### src/rtl/text_writer.sv
`timescale 1ns/1ps
// -----------------------------------------------------------------------------
// text_writer
//
// Terminal-style writer feeding the character RAM of an 80x40 text display.
// Accepts a byte stream over a valid/ready handshake, keeps a cursor, and
// issues single-cycle write strobes at linear address row*COLS+col. The whole
// screen is blanked after reset and on form feed. A row is blanked each time
// the cursor enters it on a newline or a line wrap.
//
// Ports
//   clock100   in   system clock, rising edge
//   reset_n    in   asynchronous active-low reset
//   char_in    in   byte to process
//   char_valid in   char_in is valid
//   char_ready out  a byte can be accepted this cycle (IDLE only)
//   ram_we     out  write strobe, one cell per cycle
//   ram_addr   out  write address = row*COLS + col
//   ram_data   out  byte written
//   cursor_col out  current column 0..COLS-1
//   cursor_row out  current row 0..ROWS-1
//   busy       out  high in any state other than IDLE
// -----------------------------------------------------------------------------
module text_writer #(
  parameter int COLS   = 80,
  parameter int ROWS   = 40,
  parameter int ADDR_W = 12
) (
  input  logic              clock100,
  input  logic              reset_n,
  input  logic [7:0]        char_in,
  input  logic              char_valid,
  output logic              char_ready,
  output logic              ram_we,
  output logic [ADDR_W-1:0] ram_addr,
  output logic [7:0]        ram_data,
  output logic [6:0]        cursor_col,
  output logic [5:0]        cursor_row,
  output logic              busy
);

  typedef enum logic [1:0] {
    S_CLEAR,
    S_IDLE,
    S_PUT,
    S_CLR_LINE
  } state_t;

  localparam logic [7:0]        SPACE      = 8'h20;
  localparam logic [ADDR_W-1:0] CLEAR_END  = ADDR_W'(COLS * ROWS);
  localparam logic [ADDR_W-1:0] LINE_END   = ADDR_W'(COLS);
  localparam logic [6:0]        LAST_COL   = 7'(COLS - 1);
  localparam logic [5:0]        LAST_ROW   = 6'(ROWS - 1);

  state_t            r_state, w_state_nxt;
  logic [ADDR_W-1:0] r_cnt, w_cnt_nxt;
  logic [6:0]        r_col, w_col_nxt;
  logic [5:0]        r_row, w_row_nxt;
  logic              r_ram_we, w_ram_we_nxt;
  logic [ADDR_W-1:0] r_ram_addr, w_ram_addr_nxt;
  logic [7:0]        r_ram_data, w_ram_data_nxt;
  logic              r_char_ready, w_char_ready_nxt;
  logic              r_busy, w_busy_nxt;

  logic [ADDR_W-1:0] w_row_ext;
  logic [ADDR_W-1:0] w_row_base;
  logic [5:0]        w_row_adv;
  logic              w_accept;
  logic              w_printable;

  // row*80 as (row<<6)+(row<<4): two shifts and an add, no multiplier.
  assign w_row_ext   = ADDR_W'(r_row);
  assign w_row_base  = (w_row_ext << 6) + (w_row_ext << 4);
  // The screen never scrolls; advancing past the last row wraps to the top.
  assign w_row_adv   = (r_row == LAST_ROW) ? 6'd0 : r_row + 6'd1;
  assign w_accept    = r_char_ready & char_valid;
  assign w_printable = (char_in >= 8'h20) && (char_in <= 8'h7E);

  always_comb begin
    // NOTE: every signal gets a default before the case so no path leaves it
    // unassigned; otherwise synthesis would infer a latch to hold the value.
    w_state_nxt    = r_state;
    w_cnt_nxt      = r_cnt;
    w_col_nxt      = r_col;
    w_row_nxt      = r_row;
    w_ram_we_nxt   = 1'b0;
    w_ram_addr_nxt = r_ram_addr;
    w_ram_data_nxt = r_ram_data;

    case (r_state)
      // One cell per cycle; the cycle after the last write drops into IDLE
      // so char_ready rises one edge after address COLS*ROWS-1 is written.
      S_CLEAR: begin
        if (r_cnt == CLEAR_END) begin
          w_state_nxt = S_IDLE;
        end else begin
          w_ram_we_nxt   = 1'b1;
          w_ram_addr_nxt = r_cnt;
          w_ram_data_nxt = SPACE;
          w_cnt_nxt      = r_cnt + 1'b1;
        end
      end

      S_IDLE: begin
        if (w_accept) begin
          if (w_printable) begin
            // The write of the old cell is issued on the accept edge itself.
            w_ram_we_nxt   = 1'b1;
            w_ram_addr_nxt = w_row_base + ADDR_W'(r_col);
            w_ram_data_nxt = char_in;
            if (r_col == LAST_COL) begin
              w_col_nxt   = 7'd0;
              w_row_nxt   = w_row_adv;
              w_cnt_nxt   = '0;
              w_state_nxt = S_CLR_LINE;
            end else begin
              w_col_nxt   = r_col + 7'd1;
              w_state_nxt = S_PUT;
            end
          end else if (char_in == 8'h0D) begin
            w_col_nxt = 7'd0;
          end else if (char_in == 8'h0A) begin
            w_col_nxt   = 7'd0;
            w_row_nxt   = w_row_adv;
            w_cnt_nxt   = '0;
            w_state_nxt = S_CLR_LINE;
          end else if (char_in == 8'h08) begin
            if (r_col != 7'd0) begin
              w_col_nxt      = r_col - 7'd1;
              w_ram_we_nxt   = 1'b1;
              w_ram_addr_nxt = w_row_base + ADDR_W'(r_col - 7'd1);
              w_ram_data_nxt = SPACE;
              w_state_nxt    = S_PUT;
            end
          end else if (char_in == 8'h0C) begin
            w_col_nxt   = 7'd0;
            w_row_nxt   = 6'd0;
            w_cnt_nxt   = '0;
            w_state_nxt = S_CLEAR;
          end
        end
      end

      // The strobe registered on the accept edge is visible during PUT.
      S_PUT: begin
        w_state_nxt = S_IDLE;
      end

      // r_row already holds the freshly entered row.
      S_CLR_LINE: begin
        if (r_cnt == LINE_END) begin
          w_state_nxt = S_IDLE;
        end else begin
          w_ram_we_nxt   = 1'b1;
          w_ram_addr_nxt = w_row_base + r_cnt;
          w_ram_data_nxt = SPACE;
          w_cnt_nxt      = r_cnt + 1'b1;
        end
      end
    endcase

    w_char_ready_nxt = (w_state_nxt == S_IDLE);
    w_busy_nxt       = (w_state_nxt != S_IDLE);
  end

  always_ff @(posedge clock100 or negedge reset_n) begin
    if (!reset_n) begin
      r_state      <= S_CLEAR;
      r_cnt        <= '0;
      r_col        <= 7'd0;
      r_row        <= 6'd0;
      r_ram_we     <= 1'b0;
      r_ram_addr   <= '0;
      r_ram_data   <= SPACE;
      r_char_ready <= 1'b0;
      r_busy       <= 1'b1;
    end else begin
      // NOTE: non-blocking assignments so every register samples the values
      // from before this edge, independent of statement order.
      r_state      <= w_state_nxt;
      r_cnt        <= w_cnt_nxt;
      r_col        <= w_col_nxt;
      r_row        <= w_row_nxt;
      r_ram_we     <= w_ram_we_nxt;
      r_ram_addr   <= w_ram_addr_nxt;
      r_ram_data   <= w_ram_data_nxt;
      r_char_ready <= w_char_ready_nxt;
      r_busy       <= w_busy_nxt;
    end
  end

  assign char_ready = r_char_ready;
  assign ram_we     = r_ram_we;
  assign ram_addr   = r_ram_addr;
  assign ram_data   = r_ram_data;
  assign cursor_col = r_col;
  assign cursor_row = r_row;
  assign busy       = r_busy;

endmodule

### config.mk
export PLATFORM = sky130hd
export DESIGN_NAME = text_writer
export DESIGN_NICKNAME = d
export VERILOG_FILES = /design/src/rtl/text_writer.sv
export SDC_FILE = /design/constraint.sdc
export NUM_CORES = 1
export LEC_CHECK = 0
export ABC_AREA = 1
export CAP_MARGIN = 20
export CORE_ASPECT_RATIO = 0.75
export CORE_UTILIZATION = 55
export CTS_BUF_LIST = sky130_fd_sc_hd__clkbuf_2 sky130_fd_sc_hd__clkbuf_4 sky130_fd_sc_hd__clkbuf_8
export CTS_CLUSTER_SIZE = 40
export DETAILED_ROUTE_END_ITERATION = 10
export PLACE_DENSITY = 0.89
export SLEW_MARGIN = 15
export SYNTH_ARGS = -nofsm -noshare
export SYNTH_HDL_FRONTEND = slang
export SYNTH_SLANG_ARGS = --single-unit
### constraint.sdc
create_clock -name clock100 -period 2.95 [get_ports clock100]
set_clock_uncertainty 0.1 [all_clocks]
set_input_delay 0.59 -clock clock100 [delete_from_list [all_inputs] [get_ports clock100]]
set_output_delay 0.59 -clock clock100 [all_outputs]
set_load 0.005 [all_outputs]
# After elaboration in Yosys (flattened, before gate mapping)
# Cells that the tools add are included.
dict set report word_totals {
  word_cells 120
  register_bits 50
  in_bits 11
}
dict set report classes {
  n_eq_ne 27
  mux 62
  addsub 9
  reduce_logical 10
  n_bitwise 1
  magnitude_cmp 2
}
# operator count
set op_table {}
lappend op_table {{12-bit two-way mux} 17}
lappend op_table {{12-bit one-hot mux with 3 select lines} 2}
lappend op_table {{8-bit two-way mux} 8}
lappend op_table {{7-bit two-way mux} 7}
lappend op_table {{6-bit two-way mux} 7}
lappend op_table {{8-bit by 4-bit == test with 1-bit output (second input constant)} 4}
lappend op_table {{12-bit adder} 2}
lappend op_table {{8-bit one-hot mux with 3 select lines} 1}
lappend op_table {{2-bit two-way mux} 9}
lappend op_table {{3-bit inequality test (second input constant)} 6}
lappend op_table {{8-bit AND reduction} 2}
lappend op_table {{12-bit by 1-bit adder with 12-bit output (second input constant)} 1}
lappend op_table {{12-bit by 10-bit adder with 12-bit output} 1}
lappend op_table {{12-bit by 7-bit adder with 12-bit output} 1}
lappend op_table {{12-bit == test (second input constant)} 1}
lappend op_table {{12-bit by 7-bit == test with 1-bit output (second input constant)} 1}
lappend op_table {{1-bit two-way mux} 9}
lappend op_table {{8-bit by 6-bit >= comparator with 1-bit output (second input constant)} 1}
lappend op_table {{8-bit by 7-bit less-or-equal comparator with 1-bit output (second input constant)} 1}
lappend op_table {{2-bit inequality test (second input constant)} 4}
lappend op_table {{4-bit inequality test (second input constant)} 2}
lappend op_table {{2-bit one-hot mux with 4 select lines} 1}
lappend op_table {{7-bit by 1-bit subtractor with 8-bit output (second input constant)} 1}
lappend op_table {{7-bit by 1-bit adder with 7-bit output (second input constant)} 1}
lappend op_table {{17 further kinds} 21}

# Longest topological paths before layout
# Gate-level depths: netlist of the first run.
dict set report logic_depth {
  depth_word 9
  ltp_mapped 21
  ltp_nobuf 19
}

# Worst setup path before layout of the first run
# No wires, ideal clock.
dict set report synth_timing {
  path_type {input to register}
  start {input char_in[3]}
  end {register r_ram_addr[8] (netlist: ram_addr[8])}
  required_time_ns 2.727
  n_path_buf 2
  path_stages 18
  t_arrival_ns 2.736
  slack_ns -0.009
  path_cell_list {nand2_1 nor2_1 nand2_1 nand3_2 buf_2 buf_2 nand2_1 o211ai_1 o21ai_0 ha_1 fa_1 nand2_1 nand2_1 a21oi_1 xor2_1 nand2_1 o21ai_0 o21ai_1}
}
dict set report synth_via {
  elab_chain_cells 5
}
# item line
set synth_lines {}
lappend synth_lines {{from (decl)} 31} ;# input logic [7:0] char_in,
lappend synth_lines {{8-bit by 6-bit >= comparator with 1-bit output or 8-bit by 7-bit less-or-equal comparator with 1-bit output (tied branches)} 77} ;# assign w_printable = (char_in >= 8'h20) && (char_in <= 8'h7E);
lappend synth_lines {{1-bit logical AND} 77}
lappend synth_lines {{12-bit two-way mux} 106} ;# if (w_printable) begin
lappend synth_lines {{12-bit two-way mux} 105} ;# if (w_accept) begin
lappend synth_lines {{12-bit one-hot mux with 3 select lines} 90} ;# case (r_state)
lappend synth_lines {{to (signal assigned)} 185} ;# r_ram_addr <= w_ram_addr_nxt;
lappend synth_lines {{to (decl)} 60} ;# logic [ADDR_W-1:0] r_ram_addr, w_ram_addr_nxt;
# Parallel ways exist; a longest one is shown, timed or not. The select of a mux whose other input is x is not followed.
# A chain may end at the register's enable or synchronous reset.

# Final worst setup path of the first run
dict set report layout_timing {
  start {input char_in[7]}
  end {register r_ram_addr[10] (netlist: ram_addr[10])}
}
# The elaborated chain is that of the path after synthesis.

==> impl_metrics.csv, run 1 <==
group,metric,value,unit
floorplanning,fp.dieW,97.8,microns
detailed_routing,wl_met2,4880,microns
detailed_routing,routed.top_layer,"met4",
final_layout,fin_util,73.9,%
worst_setup_path,worstPathRequired,3.06,ns
worst_setup_path,timing.rr.start,"cursor_col[0]",
logic_synthesis,async_flop_share,100,%
worst_setup_path,crit_buf_inv,3,
worst_setup_path,arrival,2.99,ns
global_routing,grtUsageTotal,30.0,%
logic_synthesis,ys_ff_latch,50,
placed_design,gp_congestion,0.956,
detailed_routing,ant_nets,0,
logic_synthesis,syn_area,3780,sq um
sta,hold_viol,0,
clocking,clkLatencyLatePin,0.31,ns
clocking,clock-sinks,50,
logic_synthesis,avgSynthCellArea,7.20,sq um
floorplanning,fp.dieArea,7220,sq um
logic_synthesis,yosys_warnings,0,
placed_design,dpl_worst_slack,-0.336,ns
final_layout,layout.cells.non_filler,693,
final_layout,most-common-layout-cells,"nand2_1, dfrtp_1, inv_1",
global_routing,antenna_found_initial,0,
detailed_routing,post_drt_wl_per_cell,15.4,microns
global_routing,gr-total-overflow,0,
detailed_routing,drc,8,
sta,slew_headroom,56.5,%
worst_setup_path,path_delay_family,"compound AO/OA/AOI/OAI gates",
floorplanning,die_h,73.8,microns
clocking,clk_pin_slew,0.10,ns
detailed_routing,drtIter0Drc,396,
worst_setup_path,criticalPathCategory,"in2reg",
final_layout,layout.nets,641,
worst_setup_path,r2r_slack,0.10,ns
floorplanning,design.core.area,6470,sq um
run,drv_cap,0,
logic_synthesis,synth_flop_cell,"dfrtp_1",
detailed_routing,wl_met1,4720,microns
logic_synthesis,yosysUniqueCellTypes,34,
logic_synthesis,syn_nets,556,
sta,layout_setup_ws,0.0714,ns
detailed_routing,routed_wl,10700,microns
final_layout,drive_gt1_share,21.2,%
power,leakage,2.35,nW
placed_design,portBuffers,46,
clocking,numCtsBuffers,5,
final_layout,final_common_cell,"nand2_1",
sta,setup_viol,0,
run_status,failed_checks,"DRC",
worst_setup_path,cp_max_fo,7,
worst_setup_path,path_depth,14,
final_layout,areaGrowthSynthToFinish,26.4,%
clocking,cts_tree,"yes",
placed_design,dp_hpwl,7640,microns
worst_setup_path,setup.worst_path.end_class,"flip-flop",
worst_setup_path,r2r_cells,16,
worst_setup_path,worstReg2RegEnd,"ram_addr[10]",
run_status,outcome,"finished with violations",
logic_synthesis,synth_sequential_area_ratio,33.1,%
hold_path,hp-class,"in2async",
sta,fmax,347,MHz
global_routing,grt_max_degree,51,
clocking,root_buffer,"clkbuf_8",
sta,period_share,97.6,%
final_layout,antenna_cells,0,
sta,tightest_slew,0.652,ns
worst_setup_path,crit_chain,"clkdlybuf4s50_1 -> inv_2 -> nand3_4 -> o211ai_1 -> o21ai_1 -> ha_2 -> fa_2 -> buf_6 -> nand4_1 -> o211ai_1 -> a21oi_1 -> o21ai_1 -> nand3_1 -> nand2_1",
worst_setup_path,slowest_delay,0.45,ns
clocking,hold_buffers,0,
sta,drv_slew,0,
floorplanning,initial_core_util,58.5,%
logic_synthesis,synth-edff-count,0,
worst_setup_path,critPathLaunchType,"primary input",
power,vdd_drop_max,0.000677,V
detailed_routing,avgViaCountPerCell,5.75,
detailed_routing,vias,3988,
detailed_routing,dr_wl_met3,827,microns
global_routing,grt_pass1_vias,3801,
clocking,clockBufferDepth,2,
worst_setup_path,cp_slowest_cell,"clkdlybuf4s50_1",
global_routing,grt_pass1_wl,17200,microns
detailed_routing,first_pass_iters,9,
sta,min_period,2.88,ns
floorplanning,io-pin-count,47,
logic_synthesis,synth_cells,526,
clocking,h-tree-depth,2,
floorplanning,num_rows,25,
placed_design,dp.cells,674,
power,power_density,934,nW/um^2
==> per-stage QoR <==
step	total power, mW	instance area, sq um	TNS (ns)	hold WS, ns
2_1_floorplan	2.76	3790	0	0.194
3_3_place_gp	3.65	4510	-0.950	0.361
3_5_place_dp	3.76	4510	-1.74	0.368
4_1_cts	4.21	4650	0	0.316
5_1_grt	4.82	4780	-0.0971	0.353
6_report	4.47	4780	0	0.279
==> synthesized netlist by cell type (all sizes together) (3+ instances only) <==
| library cell | count | area (sq um) |
|---|---|---|
| nand3 | 48 | 260 |
| inv | 61 | 229 |
| o22ai | 4 | 25.0 |
| o21ai | 54 | 312 |
| nor2 | 41 | 179 |
| dfrtp | 48 | 1200 |
| buf | 10 | 86.3 |
| nand3b | 4 | 30.0 |
| nand2 | 167 | 689 |
| a21oi | 13 | 76.3 |
| nor3 | 9 | 45.0 |
| xor2 | 12 | 105 |
| ha | 17 | 213 |
| clkbuf | 3 | 11.3 |
| xnor2 | 4 | 35.0 |
| nand4 | 13 | 81.3 |
| o211ai | 9 | 67.6 |
==> flip-flops by register name, indices dropped and copies added (netlist names) <==
| signal | cells |
|---|---|
| ram_addr | 12 |
| char_ready | 1 |
| ram_we | 1 |
| cursor_col | 7 |
| r_state | 2 |
| r_cnt | 12 |
| cursor_row | 6 |
| busy | 1 |
| ram_data | 8 |
==> power by group <==
part           internal [mW]  switching [mW]  total (mW)
Combinational           1.28            1.69        2.97
Sequential             0.915           0.161        1.08
Clock                  0.177           0.248       0.425
Total                   2.37            2.09        4.47
==> how the worst max path moves through the flow <==
| stage | end | slack, ns | from |
|---|---|---|---|
| 4_1_cts | ram_addr[10] | 0.02 | char_in[5] |
| 3_5_place_dp | ram_addr[10] | -0.34 | char_in[5] |
| 6_report | ram_addr[10] | 0.07 | char_in[7] |
| 5_1_grt | ram_addr[10] | -0.07 | cursor_col[0] |
| 2_1_floorplan | ram_addr[8] | 0.03 | char_in[3] |
| 3_3_place_gp | ram_addr[10] | -0.21 | char_in[5] |
==> per-layer routing <==
| metal | vias up | global-route usage [%] |
|---|---|---|
| li1 | 1902 | - |
| met1 | 1858 | 40.5 |
| met2 | 191 | 50.7 |
| met3 | 37 | 4.76 |
| met4 | 0 | 8.08 |
| met5 | - | 0 |
==> repair_timing <==
| item | CTS | global route |
|---|---|---|
| gates cloned | 0 | 0 |
| pin swaps | 2 | 17 |
| buffers inserted | 6 | 5 |
| endpoints found under the setup margin | 1 | 18 |
| gates resized for setup | 1 | 33 |
| hold endpoints to repair | 0 | 0 |
==> cell type report <==
class | count | area (sq um)
clock inverter | 2 | 13.8
clock buffer | 6 | 76.3
fill | 469 | 1690
timing repair buffer | 91 | 827
sequential | 50 | 1250
inverter | 61 | 229
multi-input combinational | 402 | 2280
tap | 81 | 101
==> logic make-up (layout without fill, tap and decap cells) <==
logic type	Yosys count	count (layout)	share of synthesized area, %
xor+xnor	16	16	3.70
fa+ha+maj	19	19	6.68
compound gates	82	82	13.4
simple gates	285	285	34.4
buf+inv	74	160	8.63
flops	50	50	33.1
Note: power is estimated with default switching activity, not from simulation.
==> run 2, diff against run 1 <==
--- a/config.mk
+++ b/config.mk
@@ -8,11 +8,13 @@
 export ABC_AREA = 1
 export CAP_MARGIN = 20
 export CORE_ASPECT_RATIO = 0.75
+export CORE_MARGIN = 2
 export CORE_UTILIZATION = 55
 export CTS_BUF_LIST = sky130_fd_sc_hd__clkbuf_2 sky130_fd_sc_hd__clkbuf_4 sky130_fd_sc_hd__clkbuf_8
 export CTS_CLUSTER_SIZE = 40
 export DETAILED_ROUTE_END_ITERATION = 10
 export PLACE_DENSITY = 0.89
+export RECOVER_POWER = 50
 export SLEW_MARGIN = 15
 export SYNTH_ARGS = -nofsm -noshare
 export SYNTH_HDL_FRONTEND = slang
==> run 2 against run 1 <==
The flow finishes with violations (capacitance limit, slew limit). Via count barely moved. Flip-flop and latch count unchanged. Largest power group unchanged. Combinational power decreased by 6%. Critical endpoint unchanged. Count of clock-buffer cells in the layout did not move. Sequential share of layout area increased by 0.29 points.
==> impl_metrics.csv, run 2 (synthesis results as in run 1) <==
group,metric,value,unit
floorplanning,num_rows,26,
global_routing,grtUsageTotal,28.5,%
detailed_routing,avgViaCountPerCell,5.81,
floorplanning,fp.dieArea,7570,sq um
sta,min_period,2.80,ns
detailed_routing,vias,3985,
clocking,hold_buffers,0,
final_layout,antenna_cells,0,
global_routing,gr-total-overflow,0,
run_status,outcome,"finished with violations",
placed_design,gp_congestion,1.00,
final_layout,n_fill_cell,530,
worst_setup_path,setup.worst_path.end_class,"flip-flop",
sta,tns,0,ns
worst_setup_path,arrival,2.91,ns
final_layout,final_area,4730,sq um
clocking,clock-sinks,50,
global_routing,grt_max_degree,34,
floorplanning,io-pin-count,47,
clocking,root_buffer,"clkbuf_8",
floorplanning,design.core.area,6730,sq um
global_routing,grt_pass1_vias,3732,
sta,rsz0062_at_grt,"no",
sta,drv_slew,34,
detailed_routing,ant_nets,0,
final_layout,final_common_cell,"nand2_1",
hold_path,hp-class,"reg2reg",
detailed_routing,post_drt_wl_per_cell,15.1,microns
clocking,cts_tree,"yes",
clocking,clk_pin_slew,0.10,ns
power,vdd_drop_max,0.000603,V
placed_design,portBuffers,46,
placed_design,dp_hpwl,7800,microns
detailed_routing,routed_wl,10400,microns
clocking,numCtsBuffers,5,
clocking,clockBufferDepth,2,
global_routing,antenna_found_initial,0,
detailed_routing,drtIter0Drc,384,
worst_setup_path,worstPathRequired,3.05,ns
placed_design,place_area,4520,sq um
power,leakage,2.33,nW
worst_setup_path,critPathLaunchType,"flip-flop",
worst_setup_path,cp_max_fo,4,
global_routing,grt-busiest-layer,"met2",
run_status,failed_checks,"capacitance limit, slew limit",
worst_setup_path,r2r_slack,0.15,ns
final_layout,multi_input_area,2310,sq um
sta,slew_headroom,-26.6,%
floorplanning,fp.dieW,99.8,microns
final_layout,layout.nets,631,
run,drv_cap,1,
floorplanning,initial_core_util,56.2,%
sta,timing.hold.ws,0.382,ns
clocking,h-tree-depth,2,
global_routing,use_met1,38.2,%
final_layout,ff_latch_area,1250,sq um
sta,fmax,357,MHz
sta,setup_viol,0,
final_layout,drive_gt1_share,20.1,%
power,p_total,4.30,mW
global_routing,grtUsageMet2,48.1,%
final_layout,most-common-layout-cells,"nand2_1, dfrtp_1, inv_1",
detailed_routing,drc,0,
sta,tightest_slew,1.90,ns
power,power_density,909,nW/um^2
clocking,clkLatencyLatePin,0.30,ns
global_routing,grtUsageMet3,5.78,%
detailed_routing,first_pass_iters,5,
final_layout,areaGrowthSynthToFinish,25.0,%
worst_setup_path,criticalPathCategory,"reg2reg",
global_routing,grt_pass1_wl,17100,microns
sta,period_share,95.0,%
floorplanning,die_h,75.8,microns
sta,hold_viol,0,
run 2: cell types whose count changed in the layout (fill, tap and decap cells not counted), moves of 3 or more:
cell / previous run / this run
nand3_1: 42 / 39
clkdlybuf4s50_1: 38 / 20
buf_4: 43 / 32
clkbuf_1: 0 / 3
dlygate4sd3_1: 0 / 18
run 2: where the power goes:
part	internal [mW]	switching (mW)	leakage [nW]
combinational	1.17	1.63	1.63
sequential	0.915	0.155	0.654
clock	0.189	0.241	0.0472
total	2.27	2.03	2.33
run 2: stage by stage:
stage	utilization [%]	std cells	setup slack (ns)
floorplan	-	526	0.0265
global placement	67.1	677	-0.229
detailed placement	67.1	677	-0.360
CTS	68.6	685	0.00675
global route	70.3	686	0.0117
finish	70.3	686	0.147
run 2: cell type report:
type | instances | share of cell area (%)
clock buffers | 6 | 1.75
clock inverters | 2 | 0.264
inverters | 61 | 4.84
multi-input cells | 402 | 48.8
flip-flops and latches | 50 | 26.5
well taps | 84 | 2.22
repair buffers | 81 | 15.6
run 2: critical path: stages (launching register included):
cell and delay, ns:
dfrtp_1 0.40, inv_2 0.12, ha_4 0.17, nand3_2 0.12, xor2_2 0.21, nand2_1 0.07
o211ai_1 0.08, o21ai_1 0.10, ha_2 0.22, fa_2 0.39, buf_4 0.14, nand4_1 0.08
o211ai_1 0.11, a21oi_1 0.17, o21ai_1 0.09, nand3_1 0.08, nand2_1 0.06
run 2: final timing paths:
kind | end | startpoint | cells past startpoint
min reg2reg | ram_data[5] | ram_data[5] | 2
max in group asynchronous | ram_addr[7] | reset_n | 2
min | ram_data[5] | ram_data[5] | 2
min in group asynchronous | ram_data[6] | reset_n | 1
max | ram_addr[10] | cursor_col[0] | 16
max reg2reg | ram_addr[10] | cursor_col[0] | 16
run 2: repair_timing:
action	in CTS	in global routing
setup endpoints to repair	2	5
setup buffers	0	1
resized for setup	2	38
pin swaps	0	9
cloned	0	0
run 2: routing by layer:
layer / routed length [microns] / up-vias
met4: 178 / 0
met2: 4840 / 182
met3: 887 / 24
met1: 4480 / 1903
met5: 0 / -
li1: - / 1876
==> run 3, diff against run 2 <==
--- a/config.mk
+++ b/config.mk
@@ -9,11 +9,11 @@
 export CAP_MARGIN = 20
 export CORE_ASPECT_RATIO = 0.75
 export CORE_MARGIN = 2
-export CORE_UTILIZATION = 55
+export CORE_UTILIZATION = 56
 export CTS_BUF_LIST = sky130_fd_sc_hd__clkbuf_2 sky130_fd_sc_hd__clkbuf_4 sky130_fd_sc_hd__clkbuf_8
 export CTS_CLUSTER_SIZE = 40
 export DETAILED_ROUTE_END_ITERATION = 10
-export PLACE_DENSITY = 0.89
+export PLACE_DENSITY = 0.9
 export RECOVER_POWER = 50
 export SLEW_MARGIN = 15
 export SYNTH_ARGS = -nofsm -noshare
==> run 3 against run 2 <==
The run now ends clean. Global-route usage up 0.42 points. Clock power increased by 17%. Cell count increased by 0.87%.
==> impl_metrics.csv, run 3 (synthesis results as in run 1) <==
group,metric,value,unit
sta,period_share,98.9,%
final_layout,drive_gt1_share,21.4,%
global_routing,grt_pass1_vias,3696,
clocking,hold_buffers,0,
worst_setup_path,criticalPathCategory,"in2reg",
run,drv_cap,0,
floorplanning,die_h,75.2,microns
floorplanning,io-pin-count,47,
clocking,root_buffer,"clkbuf_8",
floorplanning,fp.dieArea,7440,sq um
worst_setup_path,arrival,3.01,ns
clocking,numCtsBuffers,5,
detailed_routing,drc,0,
floorplanning,initial_core_util,59.0,%
sta,hold_viol,0,
detailed_routing,drtIter0Drc,269,
clocking,clkLatencyLatePin,0.31,ns
sta,drv_slew,0,
sta,setup_viol,0,
sta,min_period,2.92,ns
placed_design,dp_hpwl,7540,microns
worst_setup_path,critPathLaunchType,"primary input",
detailed_routing,vias,3950,
power,power_density,944,nW/um^2
worst_setup_path,worstPathRequired,3.04,ns
detailed_routing,avgViaCountPerCell,5.71,
clocking,clock-sinks,50,
global_routing,antenna_found_initial,0,
global_routing,grt_pass1_wl,17200,microns
detailed_routing,routed_wl,10500,microns
floorplanning,num_rows,25,
power,vdd_drop_max,0.000575,V
clocking,clk_pin_slew,0.09,ns
detailed_routing,ant_nets,0,
placed_design,gp_congestion,0.962,
sta,layout_setup_ws,0.0337,ns
final_layout,most-common-layout-cells,"nand2_1, dfrtp_1, inv_1",
sta,timing.hold.ws,0.378,ns
detailed_routing,first_pass_iters,7,
placed_design,portBuffers,46,
final_layout,n_fill_cell,483,
final_layout,layout.nets,640,
hold_path,hp-class,"reg2reg",
worst_setup_path,cp_max_fo,8,
global_routing,gr-total-overflow,0,
final_layout,final_common_cell,"nand2_1",
run_status,outcome,"finished, final reports clean",
final_layout,areaGrowthSynthToFinish,26.4,%
global_routing,grtUsageTotal,28.9,%
clocking,h-tree-depth,2,
floorplanning,fp.dieW,98.9,microns
sta,slew_headroom,14.7,%
sta,fmax,343,MHz
worst_setup_path,setup.worst_path.end_class,"flip-flop",
clocking,cts_tree,"yes",
floorplanning,design.core.area,6410,sq um
detailed_routing,post_drt_wl_per_cell,15.1,microns
placed_design,dpl_worst_slack,-0.332,ns
clocking,clockBufferDepth,2,
final_layout,antenna_cells,0,
sta,tightest_slew,1.28,ns
power,leakage,2.38,nW
global_routing,grt_max_degree,51,
[run 3: final cells by class]
| type | count | area, sq um | share of cell area [%] |
|---|---|---|---|
| Multi-Input combinational cell | 402 | 2290 | 47.8 |
| Tap cell | 81 | 101 | 2.12 |
| Sequential cell | 50 | 1250 | 26.2 |
| Clock buffer | 7 | 83.8 | 1.75 |
| Clock inverter | 1 | 30.0 | 0.628 |
| Timing Repair Buffer | 90 | 801 | 16.7 |
| Inverter | 61 | 229 | 4.79 |
[run 3: power breakdown]
group / internal [mW] / switching, mW / leakage, nW
sequential: 0.915 / 0.155 / 0.654
combinational: 1.25 / 1.69 / 1.67
clock: 0.273 / 0.232 / 0.0593
total: 2.44 / 2.08 / 2.38
[run 3: worst paths after layout]
kind	start	end	slack, ns	depth (start not counted)
hold reg to reg	ram_data[5]	ram_data[5]	0.38	2
hold / removal	ram_data[5]	ram_data[5]	0.38	2
setup / recovery	char_in[7]	ram_addr[8]	0.03	14
setup reg to reg	cursor_col[0]	ram_addr[8]	0.06	16
min in group asynchronous	reset_n	ram_data[0]	0.54	2
max in group asynchronous	reset_n	r_cnt[9]	1.45	2
[run 3: stage by stage]
stage,instances,util [%],TNS (ns),power (mW),cell area [sq um]
floorplan,526,-,0,2.76,3790
finish,692,74.6,0,4.51,4780
global placement,676,70.6,-1.07,3.66,4530
detailed placement,676,70.6,-1.76,3.76,4530
global route,692,74.6,-0.160,4.87,4780
CTS,684,72.6,0,4.30,4650
[run 3: critical path: stages]
cell and delay, ns:
clkdlybuf4s50_1 0.44, inv_2 0.10, nand3_4 0.12, o211ai_1 0.29, o21ai_1 0.12, ha_2 0.23, fa_2 0.41, nand2_2 0.08
nand2_1 0.08, a21oi_2 0.15, xor2_1 0.19, nand2_1 0.06, o21ai_0 0.07, o21ai_1 0.09
[run 3: what timing repair did]
item | CTS | global route
gates resized for setup | 3 | 33
pin swaps | 1 | 11
buffers inserted | 0 | 8
setup endpoints to repair | 4 | 6
[run 3: metal layers]
layer,routed length (microns),global-route usage [%]
met1,4670,41.3
met3,823,3.99
met2,4760,47.9
met5,0,0
met4,201,6.24
